$ cat src/rtl/text_pkg.sv
// Shared defaults and width helpers for the text-cell raster tracker.
package text_pkg;

  localparam int CHAR_W_DEF = 8;
  localparam int CHAR_H_DEF = 16;
  localparam int COLS_DEF   = 80;
  localparam int ROWS_DEF   = 30;

  // Bits needed to hold 0..n-1, never less than one so degenerate sizes stay legal.
  function automatic int width_of(input int n);
    return (n > 1) ? $clog2(n) : 1;
  endfunction

endpackage

$ cat src/rtl/text_cell_tracker_wrap_counter.sv
// Modulo-MAX counter with clear, load and increment; o_wrap flags an increment out of MAX-1.
module wrap_counter
  import text_pkg::*;
#(
  parameter int MAX = 8,
  parameter int W   = width_of(MAX)
) (
  input  logic         i_clk,
  input  logic         i_reset,
  input  logic         i_clr,
  input  logic         i_load,
  input  logic [W-1:0] i_load_val,
  input  logic         i_inc,
  output logic [W-1:0] o_count,
  output logic         o_wrap
);

  logic [W-1:0] count_q;
  logic [W-1:0] count_d;
  logic         at_max_s;

  assign at_max_s = (count_q == W'(MAX - 1));
  assign o_wrap   = i_inc && at_max_s;
  assign o_count  = count_q;

  // Next count: clear beats load beats increment.
  always_comb begin
    count_d = count_q;
    if (i_clr) begin
      count_d = {W{1'b0}};
    end else if (i_load) begin
      count_d = i_load_val;
    end else if (i_inc) begin
      count_d = at_max_s ? {W{1'b0}} : count_q + W'(1);
    end else begin
      count_d = count_q;
    end
  end

  // Count register.
  always_ff @(posedge i_clk) begin
    if (i_reset) begin
      count_q <= {W{1'b0}};
    end else begin
      count_q <= count_d;
    end
  end

endmodule

$ cat src/rtl/text_cell_tracker.sv
// Raster-to-text-cell tracker: incremental counters replace dividers, supports row scroll.
// Outputs describe the pixel presented one cycle earlier.
module text_cell_tracker
  import text_pkg::*;
#(
  parameter int CHAR_W = CHAR_W_DEF,
  parameter int CHAR_H = CHAR_H_DEF,
  parameter int COLS   = COLS_DEF,
  parameter int ROWS   = ROWS_DEF,
  parameter int IDX_W  = width_of(COLS * ROWS),
  parameter int PIX_W  = width_of(CHAR_W * CHAR_H),
  parameter int ROW_W  = width_of(ROWS)
) (
  input  logic             i_clk,
  input  logic             i_reset,
  input  logic             i_frame_start,
  input  logic             i_line_end,
  input  logic             i_active,
  input  logic [ROW_W-1:0] i_scroll_row,
  output logic             o_valid,
  output logic [IDX_W-1:0] o_char_index,
  output logic [PIX_W-1:0] o_char_pixel_idx,
  output logic             o_cell_first
);

  localparam int XS_W  = width_of(CHAR_W);
  localparam int YS_W  = width_of(CHAR_H);
  localparam int COL_W = width_of(COLS + 1);

  logic             fs_s, act_s, le_s;
  logic [XS_W-1:0]  x_sub_s;
  logic             x_wrap_s;
  logic [YS_W-1:0]  y_sub_s;
  logic             y_wrap_s;
  logic [ROW_W-1:0] row_s;
  logic             row_wrap_s;
  logic [ROW_W-1:0] scroll_eff_s;
  logic             in_cols_s;
  logic             unused_s;

  logic [COL_W-1:0] col_q, col_d;
  logic [IDX_W-1:0] row_base_q, row_base_d;
  logic [PIX_W-1:0] pix_base_q, pix_base_d;
  logic             armed_q, armed_d;
  logic             valid_q, valid_d;
  logic             cell_first_q, cell_first_d;
  logic [IDX_W-1:0] index_q, index_d;
  logic [PIX_W-1:0] pixel_q, pixel_d;

  // Frame start overrides both the pixel capture and the line advance.
  assign fs_s         = i_frame_start;
  assign act_s        = i_active && !i_frame_start;
  assign le_s         = i_line_end && !i_frame_start;
  assign scroll_eff_s = (int'(i_scroll_row) < ROWS) ? i_scroll_row : {ROW_W{1'b0}};
  assign in_cols_s    = armed_q && (col_q < COL_W'(COLS));
  assign unused_s     = ^{y_sub_s, row_s};

  wrap_counter #(.MAX(CHAR_W), .W(XS_W)) u_x_sub (
    .i_clk      (i_clk),
    .i_reset    (i_reset),
    .i_clr      (fs_s || le_s),
    .i_load     (1'b0),
    .i_load_val ({XS_W{1'b0}}),
    .i_inc      (act_s),
    .o_count    (x_sub_s),
    .o_wrap     (x_wrap_s)
  );

  wrap_counter #(.MAX(CHAR_H), .W(YS_W)) u_y_sub (
    .i_clk      (i_clk),
    .i_reset    (i_reset),
    .i_clr      (fs_s),
    .i_load     (1'b0),
    .i_load_val ({YS_W{1'b0}}),
    .i_inc      (le_s),
    .o_count    (y_sub_s),
    .o_wrap     (y_wrap_s)
  );

  wrap_counter #(.MAX(ROWS), .W(ROW_W)) u_row (
    .i_clk      (i_clk),
    .i_reset    (i_reset),
    .i_clr      (1'b0),
    .i_load     (fs_s),
    .i_load_val (scroll_eff_s),
    .i_inc      (y_wrap_s),
    .o_count    (row_s),
    .o_wrap     (row_wrap_s)
  );

  // Column, base accumulators and output capture for the current cycle.
  always_comb begin
    col_d        = col_q;
    row_base_d   = row_base_q;
    pix_base_d   = pix_base_q;
    armed_d      = armed_q;
    valid_d      = 1'b0;
    cell_first_d = 1'b0;
    index_d      = index_q;
    pixel_d      = pixel_q;
    if (fs_s) begin
      col_d      = {COL_W{1'b0}};
      row_base_d = IDX_W'(int'(scroll_eff_s) * COLS);
      pix_base_d = {PIX_W{1'b0}};
      armed_d    = 1'b1;
    end else begin
      if (act_s) begin
        valid_d      = in_cols_s;
        cell_first_d = in_cols_s && (x_sub_s == {XS_W{1'b0}});
        if (in_cols_s) begin
          index_d = row_base_q + IDX_W'(col_q);
          pixel_d = pix_base_q + PIX_W'(x_sub_s);
        end else begin
          index_d = index_q;
          pixel_d = pixel_q;
        end
        if (x_wrap_s && (col_q != COL_W'(COLS))) begin
          col_d = col_q + COL_W'(1);
        end else begin
          col_d = col_q;
        end
      end else begin
        valid_d = 1'b0;
      end
      // Line advance applies after any pixel captured in the same cycle.
      if (le_s) begin
        col_d = {COL_W{1'b0}};
        if (y_wrap_s) begin
          pix_base_d = {PIX_W{1'b0}};
          row_base_d = row_wrap_s ? {IDX_W{1'b0}} : row_base_q + IDX_W'(COLS);
        end else begin
          pix_base_d = pix_base_q + PIX_W'(CHAR_W);
        end
      end else begin
        pix_base_d = pix_base_q;
      end
    end
  end

  // State and registered outputs.
  always_ff @(posedge i_clk) begin
    if (i_reset) begin
      col_q        <= {COL_W{1'b0}};
      row_base_q   <= {IDX_W{1'b0}};
      pix_base_q   <= {PIX_W{1'b0}};
      armed_q      <= 1'b0;
      valid_q      <= 1'b0;
      cell_first_q <= 1'b0;
      index_q      <= {IDX_W{1'b0}};
      pixel_q      <= {PIX_W{1'b0}};
    end else begin
      col_q        <= col_d;
      row_base_q   <= row_base_d;
      pix_base_q   <= pix_base_d;
      armed_q      <= armed_d;
      valid_q      <= valid_d;
      cell_first_q <= cell_first_d;
      index_q      <= index_d;
      pixel_q      <= pixel_d;
    end
  end

  assign o_valid          = valid_q;
  assign o_cell_first     = cell_first_q;
  assign o_char_index     = index_q;
  assign o_char_pixel_idx = pixel_q;

endmodule

$ cat config.mk
export PLATFORM = sky130hd
export DESIGN_NAME = text_cell_tracker
export DESIGN_NICKNAME = d
export VERILOG_FILES = /design/src/rtl/text_pkg.sv /design/src/rtl/text_cell_tracker_wrap_counter.sv /design/src/rtl/text_cell_tracker.sv
export SDC_FILE = /design/constraint.sdc
export NUM_CORES = 1
export LEC_CHECK = 0
export CAP_MARGIN = 10
export CORE_MARGIN = 1.5
export CORE_UTILIZATION = 30
export DETAILED_ROUTE_END_ITERATION = 6
export DONT_BUFFER_PORTS = 1
export HOLD_SLACK_MARGIN = 0.02
export SYNTH_ARGS = -nofsm -noshare
export SYNTH_HDL_FRONTEND = slang
export SYNTH_SLANG_ARGS = --single-unit
$ cat constraint.sdc
create_clock -name i_clk -period 2.4 [get_ports i_clk]
set_input_delay 0.36 -clock i_clk [delete_from_list [all_inputs] [get_ports i_clk]]
set_output_delay 0.36 -clock i_clk [all_outputs]
set_load 0.03 [all_outputs]
==> flow_metrics.env, run 1 <==
export IMPL_cts_hold_buffers=0
export IMPL_p_per_area_nw_per_um2=595.5
export IMPL_routedWlPerCell_um=14.43
export IMPL_area_delta_synth_final_pct=9.338
export IMPL_p_leak_nw=1.289
export IMPL_synth_edf_count=0
export IMPL_hp_start="i_reset"
export IMPL_worstSetupPathType="reg2reg"
export IMPL_path_clk_slew_ps=70
export IMPL_yosys_warnings=0
export IMPL_muxShareOfSynthArea=0.01263
export IMPL_ctsResizeCount=0
export IMPL_nNetsFinal=408
export IMPL_synthSimpleGateAreaFrac=0.2377
export IMPL_drive_gt1_frac=0.09235
export IMPL_synth_seq_area_share=0.3490
export IMPL_die_h_um=107.4
export IMPL_required_ps=2700
export IMPL_synth_top_family_by_area="simple AND/OR/NAND/NOR gates"
export IMPL_route_detailed_drc=0
export IMPL_hold_violations=0
export IMPL_start_util=0.3125
export IMPL_cp_end_kind="flop"
export IMPL_via_per_inst=5.266
export IMPL_skew_ps=8.174
export IMPL_holdPathEnd="o_char_pixel_idx[3]"
export IMPL_maxCapViolCount=0
export IMPL_slew_violations=0
export IMPL_vdd_ir_drop_max_uv=389.7
export IMPL_grt_max_degree=47
export IMPL_diodes=0
export IMPL_tns_ps=0
export IMPL_cts_sinks=57
export IMPL_grt_ovfl_total=0
export IMPL_drt_pass1_iterations=4
export IMPL_placed_area_um2=3371
export IMPL_worst_pin_slew_ps=786.2
export IMPL_portBuffers=0
export IMPL_ys_ff_latch=57
export IMPL_async_flop_share=0
export IMPL_start_kind="flop"
export IMPL_cts_root_buf="clkbuf_8"
export IMPL_dieArea_um2=11530
export IMPL_place_congestion=0.8445
export IMPL_fin_hold_ws_ps=73.80
export IMPL_cts_tree="yes"
export IMPL_antenna_left=0
export IMPL_drt_total_wl_um=7431
export IMPL_die_x_um=107.4
export IMPL_cts_max_level=3
export IMPL_synthAdderAreaFrac=0.09644
export IMPL_slew_headroom=0.4690
export IMPL_grtUsageTotal=0.1398
export IMPL_design_area_um2=3575
export IMPL_setup_viol_count_final=0
export IMPL_syn_area_um2=3269
export IMPL_vias=2712
export IMPL_post_cts_buffers=0
export IMPL_synth_area_per_cell_um2=8.559
export IMPL_clk_path_buf_depth=2
export IMPL_crit_arrival_ps=2470
export IMPL_grt_pass1_vias=2618
export IMPL_hold_depth=1
export IMPL_hpwl_um=5389
export IMPL_reg2reg_slack_ps=230
export IMPL_status="finished, final reports clean"
export IMPL_first_iter_violations=201
export IMPL_crit_fanout=5
export IMPL_max_freq_mhz=460.8
export IMPL_core_area_um2=10460
export IMPL_cts_buffers=9
export IMPL_hold_class="in2reg"
export IMPL_synthXorXnorAreaFrac=0.05358
export IMPL_period_share=0.9043
export IMPL_rsz0062_at_grt="false"
export IMPL_fin_crit_ps=2170
export IMPL_regToRegEndpoint="o_char_index[6]"
export IMPL_clock_latency_ps=350
export IMPL_antenna_found_initial=0
export IMPL_grt_first_pass_wirelength_um=12750
export IMPL_rows=37
export IMPL_synth_compound_area_frac=0.2032
export IMPL_reg2reg_from="col_q[0]"
export IMPL_worstRegToRegCells=6
export IMPL_fillers=1105
export IMPL_synthFlopType="dfxtp_1"
export IMPL_total_power_mw=2.129
export IMPL_postSynthCellCount=382
export IMPL_yosysUniqueCellTypes=69
export IMPL_utilization=0.3417
export IMPL_syn_nets=416
export IMPL_pin_count=31
-- cell usage after synthesis (3+ instances only) --
master	count	area, um^2
dfxtp_1	57	1141
nor2_1	48	180.2
nand2_1	27	101.4
ha_1	22	275.3
a21oi_1	21	105.1
clkbuf_1	15	56.30
inv_1	14	52.55
nand4_1	12	75.07
nand3_1	11	55.05
and2_1	10	62.56
xnor2_1	10	87.58
xor2_1	10	87.58
o21ai_0	8	40.04
buf_2	7	35.03
nor3_1	7	35.03
a211oi_1	6	45.04
a21o_1	6	45.04
a31oi_1	6	37.54
nand2b_1	4	25.02
nand3b_1	4	30.03
o31ai_1	4	30.03
or4_1	4	30.03
a221oi_1	3	26.28
mux2i_1	3	30.03
nor3b_1	3	22.52
o21a_1	3	22.52
-- metal layers --
layer,part of all wire,track usage
met5,0,0
met3,0.071,0.04964
met1,0.47,0.1824
met2,0.44,0.2111
met4,0.013,0.05169
-- placed cells by master (no fill, tap or decap), drive strengths merged, types with 3 or more instances in the layout --
cell type / netlist / layout
a211oi: 7 / 7
a21o: 7 / 7
a21oi: 21 / 21
a221oi: 3 / 3
a311oi: 4 / 4
a31oi: 6 / 6
and2: 10 / 10
buf: 8 / 4
clkbuf: 15 / 10
clkinvlp: 0 / 3
dfxtp: 57 / 57
ha: 22 / 22
inv: 14 / 15
mux2i: 3 / 3
nand2: 27 / 27
nand2b: 4 / 4
nand3: 12 / 12
nand3b: 4 / 4
nand4: 12 / 12
nor2: 48 / 48
nor3: 7 / 7
nor3b: 3 / 3
o21a: 3 / 3
o21ai: 9 / 9
o31ai: 4 / 4
or4: 4 / 4
xnor2: 10 / 10
xor2: 10 / 10
-- cells by family after synthesis --
family | Yosys count
DFF | 57
xor gates and xnor gates | 20
muxes | 4
buffers and inverters | 37
and+or+nand+nor | 150
adders and majority gates | 24
AOI/OAI and AO/OA | 89
other | 1
-- report_power, final --
group	internal (mW)	switching (mW)
logic	0.0766	0.0891
registers	0.973	0.0543
clock network	0.508	0.428
total	1.56	0.571
-- state kept, by name, summed over array words and instances (netlist names) --
signal,count
o_char_index,12
row_base_q,12
col_q,7
o_char_pixel_idx,7
u_row.o_count,5
pix_base_q,4
u_y_sub.o_count,4
u_x_sub.o_count,3
armed_q,1
o_cell_first,1
o_valid,1
-- worst max-delay path, cell delays in order (launching register included) --
cell	delay, ps
dfxtp_1	360
ha_1	260
fa_1	440
a211oi_1	370
o21ai_0	190
a2111o_1	420
nand3_1	80
-- stage by stage --
stage               setup slack [ps]  cells
finish                         229.8    515
global route                   109.5    515
CTS                            228.2    515
detailed placement             257.0    499
global placement               279.9    499
floorplan                      282.8    382
-- layout make-up --
type	instances	area [um^2]	area share
inverters	14	52.55	0.01470
flip-flops and latches	57	1141	0.3192
clock inverters	6	66.31	0.01855
multi-input cells	288	1977	0.5530
well taps	136	170.2	0.04760
repair buffers	4	30.03	0.008400
clock buffers	10	137.6	0.03850
-- how the worst max path moves through the flow --
stage / from / to / slack (ps) / depth (start not counted)
3_5_place_dp: col_q[0] / o_char_index[6] / 260 / 6
5_1_grt: col_q[0] / o_char_index[6] / 110 / 6
3_3_place_gp: col_q[0] / o_char_index[6] / 280 / 6
2_1_floorplan: i_scroll_row[2] / row_base_q[8] / 280 / 10
6_report: col_q[0] / o_char_index[6] / 230 / 6
4_1_cts: col_q[0] / o_char_index[6] / 230 / 6
Note: power is estimated with default switching activity, not from simulation.
==> run 2, diff against run 1 <==
Settings changed: CORE_UTILIZATION 30 to 55, PLACE_DENSITY set to 0.7.
==> flow_metrics.env, run 2 (same netlist as run 1, synthesis figures left out) <==
export IMPL_cp_end_kind="flop"
export IMPL_worstRegToRegCells=6
export IMPL_grt_pass1_vias=2620
export IMPL_gr_usage_met1=0.3013
export IMPL_diodes=0
export IMPL_max_freq_mhz=461.1
export IMPL_skew_ps=8.342
export IMPL_cp_buffers_inverters=0
export IMPL_maxCapViolCount=0
export IMPL_met3_usage=0.08182
export IMPL_routedWlPerCell_um=16.08
export IMPL_slew_headroom=0.4621
export IMPL_crit_arrival_ps=2450
export IMPL_slew_violations=0
export IMPL_drt_pass1_iterations=4
export IMPL_reg2reg_slack_ps=230
export IMPL_required_ps=2680
export IMPL_drive_gt1_frac=0.08466
export IMPL_grt_ovfl_total=0
export IMPL_p_per_area_nw_per_um2=627.2
export IMPL_cp_top_family="compound AO/OA/AOI/OAI gates"
export IMPL_nNetsFinal=407
export IMPL_crit_fanout=5
export IMPL_rows=27
export IMPL_tns_ps=0
export IMPL_hpwl_um=5057
export IMPL_hold_violations=0
export IMPL_cts_tree="yes"
export IMPL_die_x_um=80.10
export IMPL_route_detailed_drc=0
export IMPL_worstSetupPathType="reg2reg"
export IMPL_clk_path_buf_depth=2
export IMPL_grt_max_degree=47
export IMPL_grtUsageTotal=0.2461
export IMPL_portBuffers=0
export IMPL_dieArea_um2=6416
export IMPL_pin_count=31
export IMPL_utilization=0.6272
export IMPL_antenna_found_initial=0
export IMPL_antenna_left=0
export IMPL_fin_hold_ws_ps=75.52
export IMPL_start_kind="flop"
export IMPL_total_power_mw=2.206
export IMPL_place_congestion=0.8506
export IMPL_rsz0062_at_grt="false"
export IMPL_fin_crit_ps=2169
export IMPL_cts_buffers=9
export IMPL_die_h_um=80.10
export IMPL_final_common_cell="dfxtp_1"
export IMPL_vdd_ir_drop_max_uv=404.4
export IMPL_worst_pin_slew_ps=796.3
export IMPL_core_area_um2=5608
export IMPL_slowest_delay_ps=440
export IMPL_status="finished, final reports clean"
export IMPL_cts_max_level=3
export IMPL_mostFrequentLayoutCells="dfxtp_1, nor2_1, nand2_1"
export IMPL_cp_slowest_cell="fa_1"
export IMPL_clock_latency_ps=350
export IMPL_p_leak_nw=1.299
export IMPL_hold_depth=1
export IMPL_start_util=0.5830
export IMPL_vias=2740
export IMPL_hold_class="in2reg"
export IMPL_area_delta_synth_final_pct=7.577
export IMPL_post_cts_buffers=0
export IMPL_ctsResizeCount=0
export IMPL_drt_total_wl_um=7235
export IMPL_path_depth=6
export IMPL_via_per_inst=6.089
export IMPL_cts_sinks=57
export IMPL_busiest_layer="met2"
export IMPL_crit_path_cell_trace="ha_1, fa_1, a211oi_1, o21ai_0, a2111o_1, nand3_1"
export IMPL_path_clk_slew_ps=70
export IMPL_grt_first_pass_wirelength_um=12140
export IMPL_met2_usage=0.3941
export IMPL_cts_hold_buffers=0
export IMPL_period_share=0.9036
export IMPL_first_iter_violations=131
export IMPL_cts_root_buf="clkbuf_8"
export IMPL_setup_viol_count_final=0
==> run 2: cell types whose count changed in the layout (fill, tap and decap cells not counted), sizes merged <==
cell / before / now
bufinv: 1 / 2
clkinvlp: 3 / 1
clkbuf: 10 / 12
inv: 15 / 14
buf: 4 / 3
==> run 2: worst paths after layout <==
path                  from             endpoint
max               col_q[0]      o_char_index[6]
max reg2reg       col_q[0]      o_char_index[6]
min                i_reset  o_char_pixel_idx[5]
min reg2reg  row_base_q[0]        row_base_q[0]
==> run 2: per-layer routing <==
metal	up-vias	routed length [um]	part of all wire
li1	1375	-	-
met1	1289	3318	0.46
met2	69	3441	0.48
met3	7	413	0.057
met4	0	61	0.0084
met5	-	0	0
==> run 2: layout make-up <==
cell class / count / area (um^2)
clock buffer: 12 / 145.1
multi-input combinational: 288 / 1977
tap: 72 / 90.09
sequential: 57 / 1141
fill: 501 / 2091
clock inverter: 4 / 76.32
inverter: 14 / 52.55
timing repair buffer: 3 / 35.03
==> run 2: power breakdown <==
group          switching (mW)  internal, mW  total [mW]
logic                  0.0880        0.0766       0.165
registers              0.0537         0.973        1.03
clock network           0.399         0.615        1.01
==> run 2: worst register-to-register path, cell delays in order (launching register included) <==
cell	delay (ps)
dfxtp_1	350
ha_1	260
fa_1	450
a211oi_1	340
o21ai_0	190
a2111o_1	430
nand3_1	80
==> run 2: through the flow <==
stage | std cells | area, um^2 | worst slack (ps)
after global placement | 434 | 3296 | 328.1
after CTS | 450 | 3517 | 225.4
after detailed placement | 434 | 3296 | 245.4
final | 450 | 3517 | 231.4
after floorplan | 382 | 3269 | 282.8
after global routing | 450 | 3517 | 60.31
